File: config.mk
export PLATFORM = sky130hd
export DESIGN_NAME = multichannel_noise_gate
export DESIGN_NICKNAME = d
export VERILOG_FILES = /design/src/rtl/multichannel_noise_gate.sv
export SDC_FILE = /design/constraint.sdc
export NUM_CORES = 2
export LEC_CHECK = 0
export BUFFER_PORTS_ARGS = -buffer_cell sky130_fd_sc_hd__buf_4
export CORE_ASPECT_RATIO = 0.6
export CORE_MARGIN = 1
export CORE_UTILIZATION = 60
export DETAILED_ROUTE_END_ITERATION = 8
export GPL_TIMING_DRIVEN = 0
export HOLD_SLACK_MARGIN = 0.05
export MAX_ROUTING_LAYER = met4
export PLACE_DENSITY_LB_ADDON = 0.1
export SLEW_MARGIN = 20
export SYNTH_ARGS = -nofsm -noshare
export SYNTH_HDL_FRONTEND = slang
export SYNTH_SLANG_ARGS = --single-unit
File: constraint.sdc
create_clock -name clk -period 8.8 [get_ports clk]
set_input_delay 0.88 -clock clk [delete_from_list [all_inputs] [get_ports clk]]
set_output_delay 0.88 -clock clk [all_outputs]
set_load 0.02 [all_outputs]
File: src/rtl/multichannel_noise_gate.sv
// Time-multiplexed multichannel noise gate: per-channel peak envelope,
// five-state gate FSM with hysteresis and hold, and a linear gain ramp.
module multichannel_noise_gate #(
  parameter int unsigned DATA_W    = 24,
  parameter int unsigned NUM_CH    = 2,
  parameter int unsigned GAIN_W    = 16,
  parameter int unsigned HOLD_W    = 16,
  parameter int unsigned ENV_SHIFT = 8,
  localparam int unsigned CH_W     = (NUM_CH > 1) ? $clog2(NUM_CH) : 1
) (
  input  logic              clk,
  input  logic              rst_n,
  input  logic              enable,
  input  logic              in_valid,
  input  logic [CH_W-1:0]   in_ch,
  input  logic [DATA_W-1:0] in_data,
  input  logic [DATA_W-1:0] thresh_open,
  input  logic [DATA_W-1:0] thresh_close,
  input  logic [HOLD_W-1:0] hold_samples,
  input  logic [GAIN_W-1:0] attack_step,
  input  logic [GAIN_W-1:0] release_step,
  input  logic [GAIN_W-1:0] floor_gain,
  output logic              out_valid,
  output logic [CH_W-1:0]   out_ch,
  output logic [DATA_W-1:0] out_data,
  output logic [NUM_CH-1:0] gate_open
);

  typedef enum logic [2:0] {
    ST_CLOSED  = 3'd0,
    ST_ATTACK  = 3'd1,
    ST_OPEN    = 3'd2,
    ST_HOLD    = 3'd3,
    ST_RELEASE = 3'd4
  } gate_st_e;

  localparam int unsigned CHX_W  = CH_W + 1;
  localparam int unsigned PROD_W = DATA_W + GAIN_W + 1;
  localparam logic [GAIN_W-1:0] UNITY   = {1'b1, {(GAIN_W-1){1'b0}}};
  localparam logic [DATA_W-1:0] MAX_POS = {1'b0, {(DATA_W-1){1'b1}}};

  gate_st_e          st_q   [NUM_CH];
  logic [DATA_W-1:0] env_q  [NUM_CH];
  logic [GAIN_W-1:0] gain_q [NUM_CH];
  logic [HOLD_W-1:0] hold_q [NUM_CH];
  logic [NUM_CH-1:0] gate_open_q;

  logic              ch_ok, wr_en;
  logic [CH_W-1:0]   idx;
  gate_st_e          cur_st, st_d;
  logic [DATA_W-1:0] cur_env, env_d, abs_v;
  logic [GAIN_W-1:0] cur_gain, gain_d, floor_eff;
  logic [HOLD_W-1:0] cur_hold, hold_d;
  logic [GAIN_W:0]   gain_up, gain_dn;

  logic              s1_valid_q;
  logic [CH_W-1:0]   s1_ch_q;
  logic [DATA_W-1:0] s1_data_q;
  logic [GAIN_W-1:0] s1_gain_q;

  logic              out_valid_q;
  logic [CH_W-1:0]   out_ch_q;
  logic [DATA_W-1:0] out_data_q;

  logic signed [PROD_W-1:0] prod_a_c, prod_b_c, prod_c;
  logic                     prod_unused_c;

  // Stage 1: read the addressed channel, update envelope, FSM and gain
  always_comb begin
    ch_ok     = in_valid && (CHX_W'(in_ch) < CHX_W'(NUM_CH));
    wr_en     = ch_ok && enable;
    idx       = ch_ok ? in_ch : '0;
    cur_st    = st_q[idx];
    cur_env   = env_q[idx];
    cur_gain  = gain_q[idx];
    cur_hold  = hold_q[idx];
    floor_eff = (floor_gain > UNITY) ? UNITY : floor_gain;

    if (!in_data[DATA_W-1])        abs_v = in_data;
    else if (in_data == ~MAX_POS)  abs_v = MAX_POS;
    else                           abs_v = ~in_data + DATA_W'(1);

    env_d  = (abs_v > cur_env) ? abs_v : cur_env - (cur_env >> ENV_SHIFT);
    st_d   = cur_st;
    hold_d = cur_hold;

    case (cur_st)
      ST_CLOSED:  if (env_d >= thresh_open) st_d = ST_ATTACK;
      ST_ATTACK: begin
        if (env_d < thresh_close)  st_d = ST_RELEASE;
        else if (cur_gain == UNITY) st_d = ST_OPEN;
      end
      ST_OPEN: begin
        if (env_d < thresh_close) begin
          if (hold_samples == '0) st_d = ST_RELEASE;
          else begin
            st_d   = ST_HOLD;
            hold_d = hold_samples;
          end
        end
      end
      ST_HOLD: begin
        if (env_d >= thresh_open)         st_d = ST_OPEN;
        else if (cur_hold <= HOLD_W'(1))  st_d = ST_RELEASE;
        else                              hold_d = cur_hold - HOLD_W'(1);
      end
      ST_RELEASE: begin
        if (env_d >= thresh_open)     st_d = ST_ATTACK;
        else if (cur_gain == floor_eff) st_d = ST_CLOSED;
      end
      default: st_d = ST_CLOSED;
    endcase

    gain_up = {1'b0, cur_gain} + {1'b0, attack_step};
    gain_dn = {1'b0, cur_gain} - {1'b0, release_step};
    case (st_d)
      ST_ATTACK:  gain_d = (gain_up > {1'b0, UNITY}) ? UNITY : gain_up[GAIN_W-1:0];
      ST_OPEN,
      ST_HOLD:    gain_d = UNITY;
      ST_RELEASE: gain_d = (gain_dn[GAIN_W] || (gain_dn[GAIN_W-1:0] < floor_eff))
                           ? floor_eff : gain_dn[GAIN_W-1:0];
      default:    gain_d = floor_eff;
    endcase
  end

  // Per-channel state write-back; bypass and dropped samples leave it untouched
  always_ff @(posedge clk or negedge rst_n) begin
    if (!rst_n) begin
      for (int unsigned c = 0; c < NUM_CH; c++) begin
        st_q[c]   <= ST_CLOSED;
        env_q[c]  <= '0;
        gain_q[c] <= '0;
        hold_q[c] <= '0;
      end
      gate_open_q <= '0;
    end else if (wr_en) begin
      st_q[idx]        <= st_d;
      env_q[idx]       <= env_d;
      gain_q[idx]      <= gain_d;
      hold_q[idx]      <= hold_d;
      gate_open_q[idx] <= (st_d == ST_ATTACK) || (st_d == ST_OPEN) || (st_d == ST_HOLD);
    end
  end

  // Stage 1 pipeline register; bypass forces unity so the sample passes unchanged
  always_ff @(posedge clk or negedge rst_n) begin
    if (!rst_n) begin
      s1_valid_q <= 1'b0;
      s1_ch_q    <= '0;
      s1_data_q  <= '0;
      s1_gain_q  <= '0;
    end else begin
      s1_valid_q <= ch_ok;
      if (ch_ok) begin
        s1_ch_q   <= in_ch;
        s1_data_q <= in_data;
        s1_gain_q <= enable ? gain_d : UNITY;
      end
    end
  end

  // Signed sample times unsigned Q1 gain; the slice is the arithmetic shift
  always_comb begin
    prod_a_c      = PROD_W'($signed(s1_data_q));
    prod_b_c      = PROD_W'($signed({1'b0, s1_gain_q}));
    prod_c        = prod_a_c * prod_b_c;
    prod_unused_c = ^{prod_c[GAIN_W-2:0], prod_c[PROD_W-1:PROD_W-2]};
  end

  // Stage 2 output register; data and channel hold between strobes
  always_ff @(posedge clk or negedge rst_n) begin
    if (!rst_n) begin
      out_valid_q <= 1'b0;
      out_ch_q    <= '0;
      out_data_q  <= '0;
    end else begin
      out_valid_q <= s1_valid_q;
      if (s1_valid_q) begin
        out_ch_q   <= s1_ch_q;
        out_data_q <= prod_c[GAIN_W-1 +: DATA_W];
      end
    end
  end

  assign out_valid = out_valid_q;
  assign out_ch    = out_ch_q;
  assign out_data  = out_data_q;
  assign gate_open = gate_open_q;

endmodule
# == After elaboration in Yosys (flattened, before gate mapping) ==
# Cells that the tools add are included.
# totals
reg_bits,188
latch_bits,0
mem_bits_rw,0
mem_bits_ro,0
in_bits,141
out_inout_bits,28
word_cells,104
n_memories,0
# op_classes
add_sub_neg,5
mul,1
div_mod_pow,0
magnitude_cmp,11
n_eq_ne,11
shift,0
n_mux,49
bitwise_logic,2
reduce_logical,9
# op_table
operator,count
$mux W16,15
$mux W24,7
$bwmux W32,2
$bwmux W48,1
$pmux W16 S3,1
$mul A24 B17 Y39,1
$mux W3,13
$pmux W16 S2,1
$add A24 B1 Y24 const B,1
$demux W24 S1,1
$eq A24 B24 Y1 const B,1
$ge A24 B24 Y1,1
$gt A24 B24 Y1,1
$lt A24 B24 Y1,1
$not A24 Y24,1
$sub A24 B16 Y24,1
$add A16 B16 Y17,1
$gt A17 B16 Y1 const B,1
$sub A16 B16 Y17,1
$demux W16 S1,1
$eq A16 B16 Y1,1
$eq A16 B16 Y1 const B,1
$gt A16 B16 Y1 const B,1
$le A16 B1 Y1 const B,1
21 further kinds,31

# == Depth between registers and ports, before layout ==
# depth
ltp_word,14
mapped_depth,38
mapped_depth_nobuf,30

# == Worst setup path after synthesis ==
# Ideal clock, no wire load.
# synth_path
path_type,input-to-reg
startpoint,input in_valid
endpoint,register hold_q[7] in the netlist's numbering
setup_time_ns,0.133
arrival_time_ns,8.876
t_required_ns,8.667
setup_slack_ns,-0.209
stages,34
n_path_buf,9
cell_sequence,and2_1 -> buf_2 -> buf_4 -> buf_4 -> buf_1 -> clkbuf_1 -> buf_1 -> clkbuf_1 -> mux2i_1 -> ha_1 -> nor2b_1 -> o21a_1 -> o21ai_0 -> a211oi_1 -> nor3_1 -> nor3_1 -> a41oi_1 -> nor4bb_1 -> xor2_1 -> a21oi_1 -> ha_1 -> a21oi_1 -> o21ai_1 -> a2111o_1 -> a2111oi_0 -> a211oi_1 -> or2_2 -> clkbuf_1 -> or3_1 -> clkbuf_1 -> o31ai_1 -> a21oi_1 -> a211oi_1 -> o21ai_0
# synth_via
elab_chain_len,11
word_cells_on_any_way,32
cone_classes,2 x add/sub; 6 x order compare; 2 x eq/ne; 19 x mux; 1 x bitwise; 2 x reduce/logical
# synth_rtl
element,line,text
from (decl),14,"input logic in_valid,"
$mux W1 *,72,idx = ch_ok ? in_ch : '0;
$not A1 Y2 (not written as such) *,74,cur_env = env_q[idx];
$mux W24 (not written as such) * (3 in a row),74,
$sub A24 B16 Y24 / $gt A24 B24 Y1 (equally long branches),83,env_d = (abs_v > cur_env) ? abs_v : cur_env - (cur_env >> ENV_SHIFT);
$mux W24 *,83,
via env_d[23],51,"logic [DATA_W-1:0] cur_env, env_d, abs_v;"
$ge A24 B24 Y1 / $lt A24 B24 Y1 (equally long branches),"103, 94",
$mux W16 (on tied branches),"103, 94",
$pmux W16 S2 *,87,case (cur_st)
$bwmux W32 *,140,hold_q[idx] <= hold_d;
"to (signal, indexed assignment)",140,
to (decl),45,logic [HOLD_W-1:0] hold_q [NUM_CH];
# Mark *: on every way through the listed nets, which the timed path passes. The rest lies on a longest branch. The select of a mux whose other input is x is not followed.
# A chain may end at the register's enable or synchronous reset.

# == Worst setup path after layout ==
# layout_path
startpoint,input in_data[0]
endpoint,register gain_q[18] in the netlist's numbering
# layout_via
elab_chain_len,13
word_cells_on_any_way,22
cone_classes,1 x add/sub; 3 x order compare; 5 x eq/ne; 11 x mux; 1 x bitwise; 1 x reduce/logical
# layout_rtl
element,line,text
from (decl),16,"input logic [DATA_W-1:0] in_data,"
$not A24 Y24,81,else abs_v = ~in_data + DATA_W'(1);
$add A24 B1 Y24,81,
$mux W24,80,else if (in_data == ~MAX_POS) abs_v = MAX_POS;
$mux W24 *,79,if (!in_data[DATA_W-1]) abs_v = in_data;
$gt A24 B24 Y1,83,
$mux W24 *,83,
via env_d[18],51,
$ge A24 B24 Y1 / $lt A24 B24 Y1 (equally long branches),n/a,
$mux W3 (on tied branches),n/a,
$pmux W3 S5 *,87,
$eq A3 B2 Y1,116,case (st_d)
$reduce_or A2 Y1,116,
$pmux W16 S3 *,116,
$bwmux W32 *,139,gain_q[idx] <= gain_d;
"to (signal, indexed assignment)",139,
to (decl),44,logic [GAIN_W-1:0] gain_q [NUM_CH];
# Mark *: on every way through the listed nets, which the timed path passes. The rest lies on a longest branch.

==> run_results.csv <==
group,metric,value,unit
global_route,antenna_found_initial,3,
clock_network,cts_tree,"done",
cells_and_area,drive_above_1_share,10.83,%
placed_design,dp_slack,-3.807,ns
drt,vias,23830,
global_route,grt_usage,39.52,%
global_route,grt_overflow,0,
clock_network,htreeDepth,4,
drt,via_per_inst,6.058,
floorplanning,initial_core_util,60.94,%
logic_synthesis,synth_cell_type_count,78,
floorplanning,core-area,44820,sq um
drt,routed_wl,85640,um
floorplanning,std_cell_rows,60,
timing,fin_skew,0.01355,ns
clock_network,holdBufCountCts,0,
drt,dr.max_layer_used,"met4",
logic_synthesis,async_reset_ff_share,100.0,%
critical_path,slowest_delay,0.66,ns
logic_synthesis,syn_nets,3865,
floorplanning,die_h,167.3,um
cells_and_area,fin_nets,4067,
drt,ant_nets,0,
logic_synthesis,ys.flop_type,"dfrtp_1",
critical_path,slowest_stage,"or4_4",
placed_design,hpwlAfterDp,71240,um
timing,final-setup-viol-count,0,
logic_synthesis,ys_seq_area_share,17.23,%
logic_synthesis,syn_inst,3127,
clock_network,cts.sinks,188,
drt,routedWlPerCell,21.77,um
timing,fin_ws,0.1125,ns
global_route,grt_pass1_vias,24020,
timing,max_slew_margin,35.89,%
logic_synthesis,avgSynthCellArea,8.734,sq um
placed_design,place_inst,3886,
global_route,grt_pass1_wl,136700,um
critical_path,path_common_cell,"buf_4",
critical_path,path_class,"in2reg",
critical_path,crit_fanout,10,
global_route,grt_max_degree,94,
drt,wl_met3,10080,um
clock_network,root_buffer,"clkbuf_16",
logic_synthesis,synth_edf_count,0,
flow_run,maxCapViolations,0,
logic_synthesis,ys_warn_count,0,
logic_synthesis,ys_ff_latch,188,
critical_path,end_kind,"flop",
clock_network,cts_made_buffers,17,
cells_and_area,finalNonFillerCells,3934,
clock_network,clk_pin_slew,0.09,ns
timing,finalHoldViolCount,0,
drt,wirelength_met1,38950,um
floorplanning,io_pins,169,
drt,wl_met2,35320,um
floorplanning,die_w,277.4,um
placed_design,port_buffers,168,
placed_design,gp_congestion,1.012,
drt,drt_pass1_iterations,6,
timing,fin_crit_sh,98.72,%
critical_path,crit_required,9.12,ns
timing,fmax,115.1,MHz
timing,worstMarginPinSlew,0.9617,ns
worst_hold_path,hp-class,"in2async",
critical_path,startpoint_type,"primary input",
floorplanning,design.die.area,46400,sq um
timing,drv_slew,0,
timing,fin_crit,8.687,ns
clock_network,clkLatencyLatePin,0.47,ns
logic_synthesis,syn-cell-area,27310,sq um
drt,drc,0,
cells_and_area,area_delta_synth_final,11.79,%
run_status,run_status,"complete, no violations",
critical_path,cp.arrival,9.01,ns
clock_network,max-clock-path-buffers,2,
drt,drt_iter0_drc,2599,
-- worst paths after layout --
check                                               from                        to  slack [ns]  depth (start not counted)
max in group asynchronous                          rst_n    hold_q[28]$_DFFE_PN0P_        7.76                          2
worst max-delay path                          in_data[0]    gain_q[18]$_DFFE_PN0P_        0.11                         34
worst max register to register  s1_gain_q[5]$_DFFE_PN0P_  out_data[20]$_DFFE_PN0P_        0.42                         24
worst min register to register      s1_valid_q$_DFF_PN0_       out_valid$_DFF_PN0_        0.38                          0
worst min-delay path                               rst_n   out_data[0]$_DFFE_PN0P_        0.25                          1
min in group clk                    s1_valid_q$_DFF_PN0_       out_valid$_DFF_PN0_        0.38                          0
-- registers in the layout, indices dropped and copies added, names as in the netlist --
register    cells
gate_open       2
s1_gain_q      16
st_q            6
out_data       24
s1_valid_q      1
gain_q         32
hold_q         32
s1_data_q      24
out_ch          1
env_q          48
out_valid       1
s1_ch_q         1
-- routing by layer --
layer  global-route usage, %  vias up
li1                        -    10580
met1                   58.95    11880
met2                   54.52     1275
met3                   9.627       94
met4                   7.464        0
met5                       -        -
-- worst max-delay path, delay by kind of cell --
kind,cells,cell delay [ns]
fa+ha+maj,3,0.85
buf+inv,9,1.50
simple gates,11,2.89
compound gates,10,2.58
mux,1,0.28
-- cells in the mapped netlist (16+ instances only) --
master | instances | area, sq um
nor3_1 | 34 | 170.2
inv_1 | 537 | 2016
xor2_1 | 42 | 367.9
nand2_1 | 453 | 1700
a21o_1 | 19 | 142.6
nand4_1 | 19 | 118.9
mux2i_1 | 52 | 520.5
clkbuf_1 | 117 | 439.2
or3_1 | 16 | 100.1
a211oi_1 | 38 | 285.3
o21ai_0 | 155 | 775.7
nor2_1 | 114 | 427.9
xnor2_1 | 56 | 490.5
fa_1 | 366 | 7327
nand3_1 | 36 | 180.2
a221oi_1 | 23 | 201.4
mux2_2 | 51 | 574.3
and2_1 | 164 | 1026
o21a_1 | 19 | 142.6
ha_1 | 231 | 2890
nor4_1 | 18 | 112.6
o2bb2ai_1 | 21 | 183.9
dfrtp_1 | 188 | 4705
nand2b_1 | 18 | 112.6
a21oi_1 | 113 | 565.5
and3_1 | 20 | 125.1
-- cell usage in the layout (no fill, tap or decap), types with 110 or more instances in the layout --
master and instances:
inv_1 537, dfrtp_1 188, nand2_1 453, nor2_1 110, ha_1 231, fa_1 366, buf_4 184, and2_1 164
o21ai_0 148
-- stage by stage --
stage	hold slack (ns)	setup TNS (ns)	cell area (sq um)	utilization [%]
after CTS	0.2528	0	30250	67.50
after global routing	0.2638	-0.1955	30530	68.11
after floorplan	0.3519	0	27310	-
final	0.2529	0	30530	68.12
after detailed placement	0.3647	-296.53	29370	65.54
after global placement	0.3596	-276.49	29310	65.40
-- cell type report --
cell class,instances,area (sq um)
antenna,3,7.507
buffer,124,568.0
clock buffer,17,425.4
clock inverter,15,193.9
fill,3706,14290
inverter,538,2021
multi-input combinational,2274,20420
sequential,188,4705
tap,589,737.0
timing repair buffer,186,1456
-- cell families after synthesis --
logic type      Yosys count  share of synthesized area [%]
mux                     103                          4.009
xor+xnor                 98                          3.143
flops                   188                          17.23
compound gates          519                          12.17
fa+ha+maj               597                          37.41
buf+inv                 665                          9.213
simple gates            957                          16.83
-- repair_timing --
action,CTS,global route
setup endpoints to repair,88,80
setup buffers,5,11
pin swaps,6,12
gates resized for setup,55,52
Power is not shown: default switching activity piles up to over one toggle a cycle in this logic, so the estimate is an artifact.
